**config.mk**
```make
export PLATFORM = sky130hd
export DESIGN_NAME = seg_scan_decoder_flat
export DESIGN_NICKNAME = d
export VERILOG_FILES = /design/src/rtl/seg_scan_decoder_if.sv /design/src/rtl/seg_scan_decoder.sv /design/src/flat_wrapper.sv
export SDC_FILE = /design/constraint.sdc
export NUM_CORES = 1
export LEC_CHECK = 0
export BUFFER_PORTS_ARGS = -buffer_cell sky130_fd_sc_hd__buf_2
export CORE_ASPECT_RATIO = 0.9
export CORE_UTILIZATION = 25
export DETAILED_ROUTE_END_ITERATION = 7
export PLACE_DENSITY = 0.48
export SLEW_MARGIN = 40
export SYNTH_ARGS = -nofsm -noshare
export SYNTH_HDL_FRONTEND = slang
export SYNTH_SLANG_ARGS = --single-unit
```
**constraint.sdc**
```tcl
create_clock -name clk -period 2.3 [get_ports clk]
set_clock_uncertainty 0.2 [all_clocks]
set_input_delay 0.115 -clock clk [delete_from_list [all_inputs] [get_ports clk]]
set_output_delay 0.115 -clock clk [all_outputs]
set_load 0.01 [all_outputs]
```
**src/rtl/seg_scan_decoder_if.sv**
```systemverilog
// ---------------------------------------------------------------------------
// seg_scan_decoder_if
// Bundle between a multiplexed 7-segment display bus and the scan decoder
// that monitors it.
//   an[DIGITS-1:0]       anode enables, active-low, one low bit selects a digit
//   seg[7:0]             segments, active-low, bit0=a .. bit6=g, bit7=dp
//   clear                synchronous clear of the decoded state
//   digits[4*DIGITS-1:0] decoded nibble per digit, digit i at [4i+3:4i]
//   valid/blank/err      per-digit status flags
//   update, upd_idx      one-cycle capture pulse and the captured digit index
// master: the display side / observer; slave: the decoder.
// ---------------------------------------------------------------------------
interface seg_scan_decoder_if #(
    parameter int DIGITS = 4
);
    logic [DIGITS-1:0]   an;
    logic [7:0]          seg;
    logic                clear;
    logic [4*DIGITS-1:0] digits;
    logic [DIGITS-1:0]   valid;
    logic [DIGITS-1:0]   blank;
    logic [DIGITS-1:0]   err;
    logic                update;
    logic [2:0]          upd_idx;

    modport master (
        output an, seg, clear,
        input  digits, valid, blank, err, update, upd_idx
    );

    modport slave (
        input  an, seg, clear,
        output digits, valid, blank, err, update, upd_idx
    );
endinterface

```
**src/rtl/seg_scan_decoder.sv**
```systemverilog
// ---------------------------------------------------------------------------
// seg_scan_decoder
// Watches a multiplexed 7-segment display bus and rebuilds the hex nibble
// shown on each digit. A pattern {an, seg[6:0]} must stay identical for
// STABLE_CYCLES consecutive edges before it is accepted; each accepted
// pattern is decoded into a per-digit register, blanks and illegal codes are
// flagged.
// Ports:
//   clk    system clock, rising edge
//   reset  asynchronous, active-high reset
//   bus    seg_scan_decoder_if.slave (an, seg, clear in; digits, valid,
//          blank, err, update, upd_idx out)
// ---------------------------------------------------------------------------
module seg_scan_decoder #(
    parameter int DIGITS        = 4,
    parameter int STABLE_CYCLES = 4
) (
    input  logic              clk,
    input  logic              reset,
    seg_scan_decoder_if.slave bus
);

    localparam int CW = $clog2(STABLE_CYCLES + 1);
    localparam int SW = DIGITS + 7;
    localparam logic [CW-1:0] CNT_MAX = CW'(STABLE_CYCLES);
    localparam logic [CW-1:0] CNT_ARM = CW'(STABLE_CYCLES - 1);

    // Returns {legal, nibble} for an active-low a..g segment code.
    function automatic logic [4:0] decode_seg(input logic [6:0] code);
        case (code)
            7'h40:   decode_seg = {1'b1, 4'h0};
            7'h79:   decode_seg = {1'b1, 4'h1};
            7'h24:   decode_seg = {1'b1, 4'h2};
            7'h30:   decode_seg = {1'b1, 4'h3};
            7'h19:   decode_seg = {1'b1, 4'h4};
            7'h12:   decode_seg = {1'b1, 4'h5};
            7'h02:   decode_seg = {1'b1, 4'h6};
            7'h78:   decode_seg = {1'b1, 4'h7};
            7'h00:   decode_seg = {1'b1, 4'h8};
            7'h18:   decode_seg = {1'b1, 4'h9};
            7'h08:   decode_seg = {1'b1, 4'hA};
            7'h03:   decode_seg = {1'b1, 4'hB};
            7'h46:   decode_seg = {1'b1, 4'hC};
            7'h21:   decode_seg = {1'b1, 4'hD};
            7'h06:   decode_seg = {1'b1, 4'hE};
            7'h0E:   decode_seg = {1'b1, 4'hF};
            default: decode_seg = 5'h00;
        endcase
    endfunction

    logic [SW-1:0]       s_q;
    logic [CW-1:0]       cnt_q, cnt_d;
    logic [4*DIGITS-1:0] digits_q, digits_d;
    logic [DIGITS-1:0]   valid_q, valid_d;
    logic [DIGITS-1:0]   blank_q, blank_d;
    logic [DIGITS-1:0]   err_q, err_d;
    logic                update_q, update_d;
    logic [2:0]          upd_idx_q, upd_idx_d;

    logic [DIGITS-1:0]   an_n;
    logic                one_hot;
    logic [SW-1:0]       cur;
    logic                same;
    logic                capture;
    logic [4:0]          dec;
    logic                dp_unused;

    // The decimal point never takes part in stability or decoding.
    assign dp_unused = bus.seg[7];

    always_comb begin
        an_n    = ~bus.an;
        one_hot = (an_n != '0) && ((an_n & (an_n - DIGITS'(1))) == '0);
        cur     = {bus.an, bus.seg[6:0]};
        same    = (cur == s_q);
        dec     = decode_seg(bus.seg[6:0]);

        // Stability counter: cleared while no single digit is selected,
        // restarted on any change, saturated once the window is complete.
        if (!one_hot) begin
            cnt_d = '0;
        end else if (!same) begin
            cnt_d = CW'(1);
        end else if (cnt_q == CNT_MAX) begin
            cnt_d = cnt_q;
        end else begin
            cnt_d = cnt_q + CW'(1);
        end

        // Fires only on the edge that moves cnt to CNT_MAX, so a held
        // pattern is captured exactly once.
        capture = one_hot && same && (cnt_q == CNT_ARM);

        digits_d  = digits_q;
        valid_d   = valid_q;
        blank_d   = blank_q;
        err_d     = err_q;
        update_d  = 1'b0;
        upd_idx_d = upd_idx_q;

        if (bus.clear) begin
            digits_d = '0;
            valid_d  = '0;
            blank_d  = '0;
            err_d    = '0;
        end else if (capture) begin
            update_d = 1'b1;
            for (int i = 0; i < DIGITS; i++) begin
                if (an_n[i]) begin
                    upd_idx_d = 3'(i);
                    if (dec[4]) begin
                        digits_d[4*i +: 4] = dec[3:0];
                        valid_d[i]         = 1'b1;
                        blank_d[i]         = 1'b0;
                    end else if (bus.seg[6:0] == 7'h7F) begin
                        blank_d[i] = 1'b1;
                        valid_d[i] = 1'b0;
                    end else begin
                        err_d[i]   = 1'b1;
                        valid_d[i] = 1'b0;
                        blank_d[i] = 1'b0;
                    end
                end
            end
        end
    end

    always_ff @(posedge clk or posedge reset) begin
        if (reset) begin
            s_q       <= '1;
            cnt_q     <= '0;
            digits_q  <= '0;
            valid_q   <= '0;
            blank_q   <= '0;
            err_q     <= '0;
            update_q  <= 1'b0;
            upd_idx_q <= 3'd0;
        end else begin
            s_q       <= cur;
            cnt_q     <= cnt_d;
            digits_q  <= digits_d;
            valid_q   <= valid_d;
            blank_q   <= blank_d;
            err_q     <= err_d;
            update_q  <= update_d;
            upd_idx_q <= upd_idx_d;
        end
    end

    assign bus.digits  = digits_q;
    assign bus.valid   = valid_q;
    assign bus.blank   = blank_q;
    assign bus.err     = err_q;
    assign bus.update  = update_q;
    assign bus.upd_idx = upd_idx_q;

endmodule

```
**src/flat_wrapper.sv**
```systemverilog
// flat-port wrapper written by rule: the top's interface ports become plain ports
module seg_scan_decoder_flat 
#(
    parameter int DIGITS        = 4,
    parameter int STABLE_CYCLES = 4
)
  (clk, reset, bus_an, bus_seg, bus_clear, bus_digits, bus_valid, bus_blank, bus_err, bus_update, bus_upd_idx);
  seg_scan_decoder_if #(.DIGITS(DIGITS)) bus_i ();
  input  logic clk;
  input  logic reset;
  input wire logic [$bits(bus_i.an)-1:0] bus_an;
  input wire logic [$bits(bus_i.seg)-1:0] bus_seg;
  input wire logic [$bits(bus_i.clear)-1:0] bus_clear;
  output wire logic [$bits(bus_i.digits)-1:0] bus_digits;
  output wire logic [$bits(bus_i.valid)-1:0] bus_valid;
  output wire logic [$bits(bus_i.blank)-1:0] bus_blank;
  output wire logic [$bits(bus_i.err)-1:0] bus_err;
  output wire logic [$bits(bus_i.update)-1:0] bus_update;
  output wire logic [$bits(bus_i.upd_idx)-1:0] bus_upd_idx;
  assign bus_i.an = bus_an;
  assign bus_i.seg = bus_seg;
  assign bus_i.clear = bus_clear;
  assign bus_digits = bus_i.digits;
  assign bus_valid = bus_i.valid;
  assign bus_blank = bus_i.blank;
  assign bus_err = bus_i.err;
  assign bus_update = bus_i.update;
  assign bus_upd_idx = bus_i.upd_idx;
  seg_scan_decoder #(.DIGITS(DIGITS), .STABLE_CYCLES(STABLE_CYCLES)) u_core (.clk(clk), .reset(reset), .bus(bus_i));
endmodule
```
==> impl_metrics.json <==
{
  "antenna_found_initial": 0,
  "cp-end-kind": "flop",
  "clkTransAtPathRegs_ps": 100,
  "initial_core_util": 0.256,
  "ctsHtreeMaxLevel": 2,
  "cp_max_fo": 3,
  "outcome": "completed",
  "whs_ps": 12.6,
  "vias_per_cell": 4.65,
  "cts_sinks": 45,
  "num_rows": 34,
  "setup_tns_ps": 0,
  "die_h_um": 96.2,
  "globalRouteTotalUtil": 0.121,
  "clockBufferDepth": 2,
  "p_int_mw": 1.12,
  "drt_iter0_markers": 101,
  "irDropWorstVdd_v": 0.000212,
  "syn_nets": 234,
  "regArea_um2": 1140,
  "final_common_cell": "buf_2",
  "yosysWarningCount": 0,
  "totalWireLength_um": 6000,
  "postSynthCellCount": 216,
  "io_pins": 47,
  "syn_area_um2": 2460,
  "power.density_nw_per_um2": 484,
  "die_w_um": 107,
  "maxSlewHeadroom": 0.565,
  "final_util": 0.336,
  "swShare": 0.280,
  "power.switching_uw": 437,
  "drive_gt1_frac": 0.415,
  "gp_congestion": 0.777,
  "nets": 304,
  "root_buffer": "clkbuf_8",
  "cts_buffers": 5,
  "dp_cells": 390,
  "min_path_type": "primary input to flop",
  "min_period_ps": 2260,
  "dieArea_um2": 10300,
  "vias": 1921,
  "route.detailed.drc": 0,
  "synth_cell_types": 54,
  "path_class": "flop to flop",
  "fmax_ghz": 0.443,
  "clkLatencyLatePin_ps": 300,
  "area.growth.synth_to_final_pct": 30.9,
  "fin_cells": 413,
  "async_flop_share": 1.00,
  "drtAntennaViolNets": 0,
  "max_slew.worst_pin.slew_ps": 646,
  "fin_crit_sh": 0.982,
  "grt_max_degree": 22,
  "synth-seq-cells": 45,
  "combPwrFrac": 0.140,
  "first_pass_iters": 4,
  "synth_ff_type": "dfrtp_1",
  "final_cell_mix": "40 x buf_2, 34 x dfrtp_1, 22 x buf_4, 19 x nand2_1, 12 x dlygate4sd3_1",
  "gr-total-overflow": 0,
  "power_frac_clock": 0.336,
  "core_area_um2": 9610,
  "seqPwrFrac": 0.525,
  "diodes": 0,
  "routedWlPerCell_um": 14.5,
  "avgSynthCellArea_um2": 11.4,
  "drv_cap": 0,
  "fillers": 1015,
  "crit_required_ps": 2290,
  "dp_hpwl_um": 4210,
  "grt_pass1_wl_um": 9620,
  "io_buffer_count": 44,
  "multi_input_area_um2": 1310,
  "cts_tree": "yes",
  "ys_seq_area_frac": 0.462,
  "critPathArrivalTime_ps": 2250,
  "total_leakage_power_nw": 1.49,
  "start_kind": "flop",
  "final_hold_viol_count": 0,
  "finalSetupViolations": 0,
  "rsz0062_at_grt": "true",
  "drv_slew": 0,
  "first_global_vias": 1789,
  "synth_edf_count": 0
}
path summary, 6_finish.rpt:
check	startpoint	to	slack, ps	cells past startpoint
worst min-delay path	bus_clear	u_core.bus.valid[3]	10	2
max in group asynchronous	reset	u_core.bus.blank[3]	1190	4
worst max-delay path	u_core.s_q[10]	u_core.bus.upd_idx[0]	40	5
worst min register to register	u_core.bus.err[2]	u_core.bus.err[2]	300	1
worst max register to register	u_core.s_q[10]	u_core.bus.upd_idx[0]	40	5
min in group asynchronous	reset	u_core.cnt_q[0]	160	3
cells by family after synthesis:
family | share of synthesized area
buffers and inverters | 0.0497
AND/OR/NAND/NOR | 0.211
XOR/XNOR | 0.0655
other | 0.00152
flip-flops | 0.462
AO/OA/AOI/OAI | 0.126
multiplexers | 0.0685
adder cells (fa/ha/maj) | 0.0152
repair_timing:
| action | 4_1_cts | 5_1_grt |
|---|---|---|
| hold endpoints to repair | 19 | 0 |
| hold buffers | 12 | 0 |
| buffers inserted | 0 | 3 |
| setup endpoints to repair | 0 | 19 |
| resized for setup | 0 | 21 |
metrics by stage:
stage                     setup slack, ps  total power, mW  instance area (um^2)
final                                41.9             1.56                  3230
after global routing                -24.5             1.64                  3230
after CTS                            3.76             1.57                  3090
after detailed placement             98.1             1.02                  2870
after global placement                120             1.02                  2870
after floorplan                      71.3            0.967                  2460
power groups by stage:
stage / Clock, mW / Sequential, mW / Combinational (mW)
3_5_place_dp: 0 / 0.831 / 0.185
6_report: 0.524 / 0.819 / 0.218
4_1_cts: 0.550 / 0.817 / 0.202
5_1_grt: 0.581 / 0.821 / 0.239
3_3_place_gp: 0 / 0.831 / 0.185
2_1_floorplan: 0 / 0.831 / 0.136
state kept, by name (all words and copies together), names as in the netlist:
| register | cells |
|---|---|
| u_core.bus.digits | 16 |
| u_core.s_q | 11 |
| u_core.bus.blank | 4 |
| u_core.bus.err | 4 |
| u_core.bus.valid | 4 |
| u_core.cnt_q | 3 |
| u_core.bus.upd_idx | 2 |
| u_core.bus.update | 1 |
per-layer routing:
metal,GRT usage,share of wire,vias to the layer above
met5,0,0,-
met4,0.0217,0.0055,0
met3,0.0257,0.035,5
met2,0.184,0.44,38
met1,0.177,0.52,951
li1,-,-,927
cells in the mapped netlist, types with 4 or more instances:
cell | number | share of area
dfrtp_1 | 34 | 0.35
a21oi_1 | 9 | 0.018
o2bb2ai_1 | 4 | 0.014
nand2b_1 | 5 | 0.013
buf_6 | 5 | 0.023
inv_1 | 7 | 0.011
nor3_1 | 6 | 0.012
mux2i_1 | 9 | 0.037
o21ai_2 | 4 | 0.014
dfstp_2 | 11 | 0.12
nand2_1 | 19 | 0.029
nor2_1 | 11 | 0.017
mux2_2 | 5 | 0.023
clkbuf_1 | 4 | 0.0061
xnor2_1 | 11 | 0.039
nand3_1 | 5 | 0.010
a32o_1 | 9 | 0.037
xnor2_2 | 4 | 0.026
cell type report:
type / instances / share of cell area
Sequential cell: 45 / 0.353
Clock buffer: 5 / 0.0213
Multi-Input combinational cell: 151 / 0.406
Timing Repair Buffer: 76 / 0.155
Clock inverter: 3 / 0.00775
Tap cell: 126 / 0.0489
Inverter: 7 / 0.00814
worst max-delay path, stage by stage (launching register included):
cell	delay, ps
dfstp_2	580
xnor2_4	130
nand4_4	90
or3_4	420
nor4b_4	390
mux2_4	330
(Power assumes the default switching activity.)
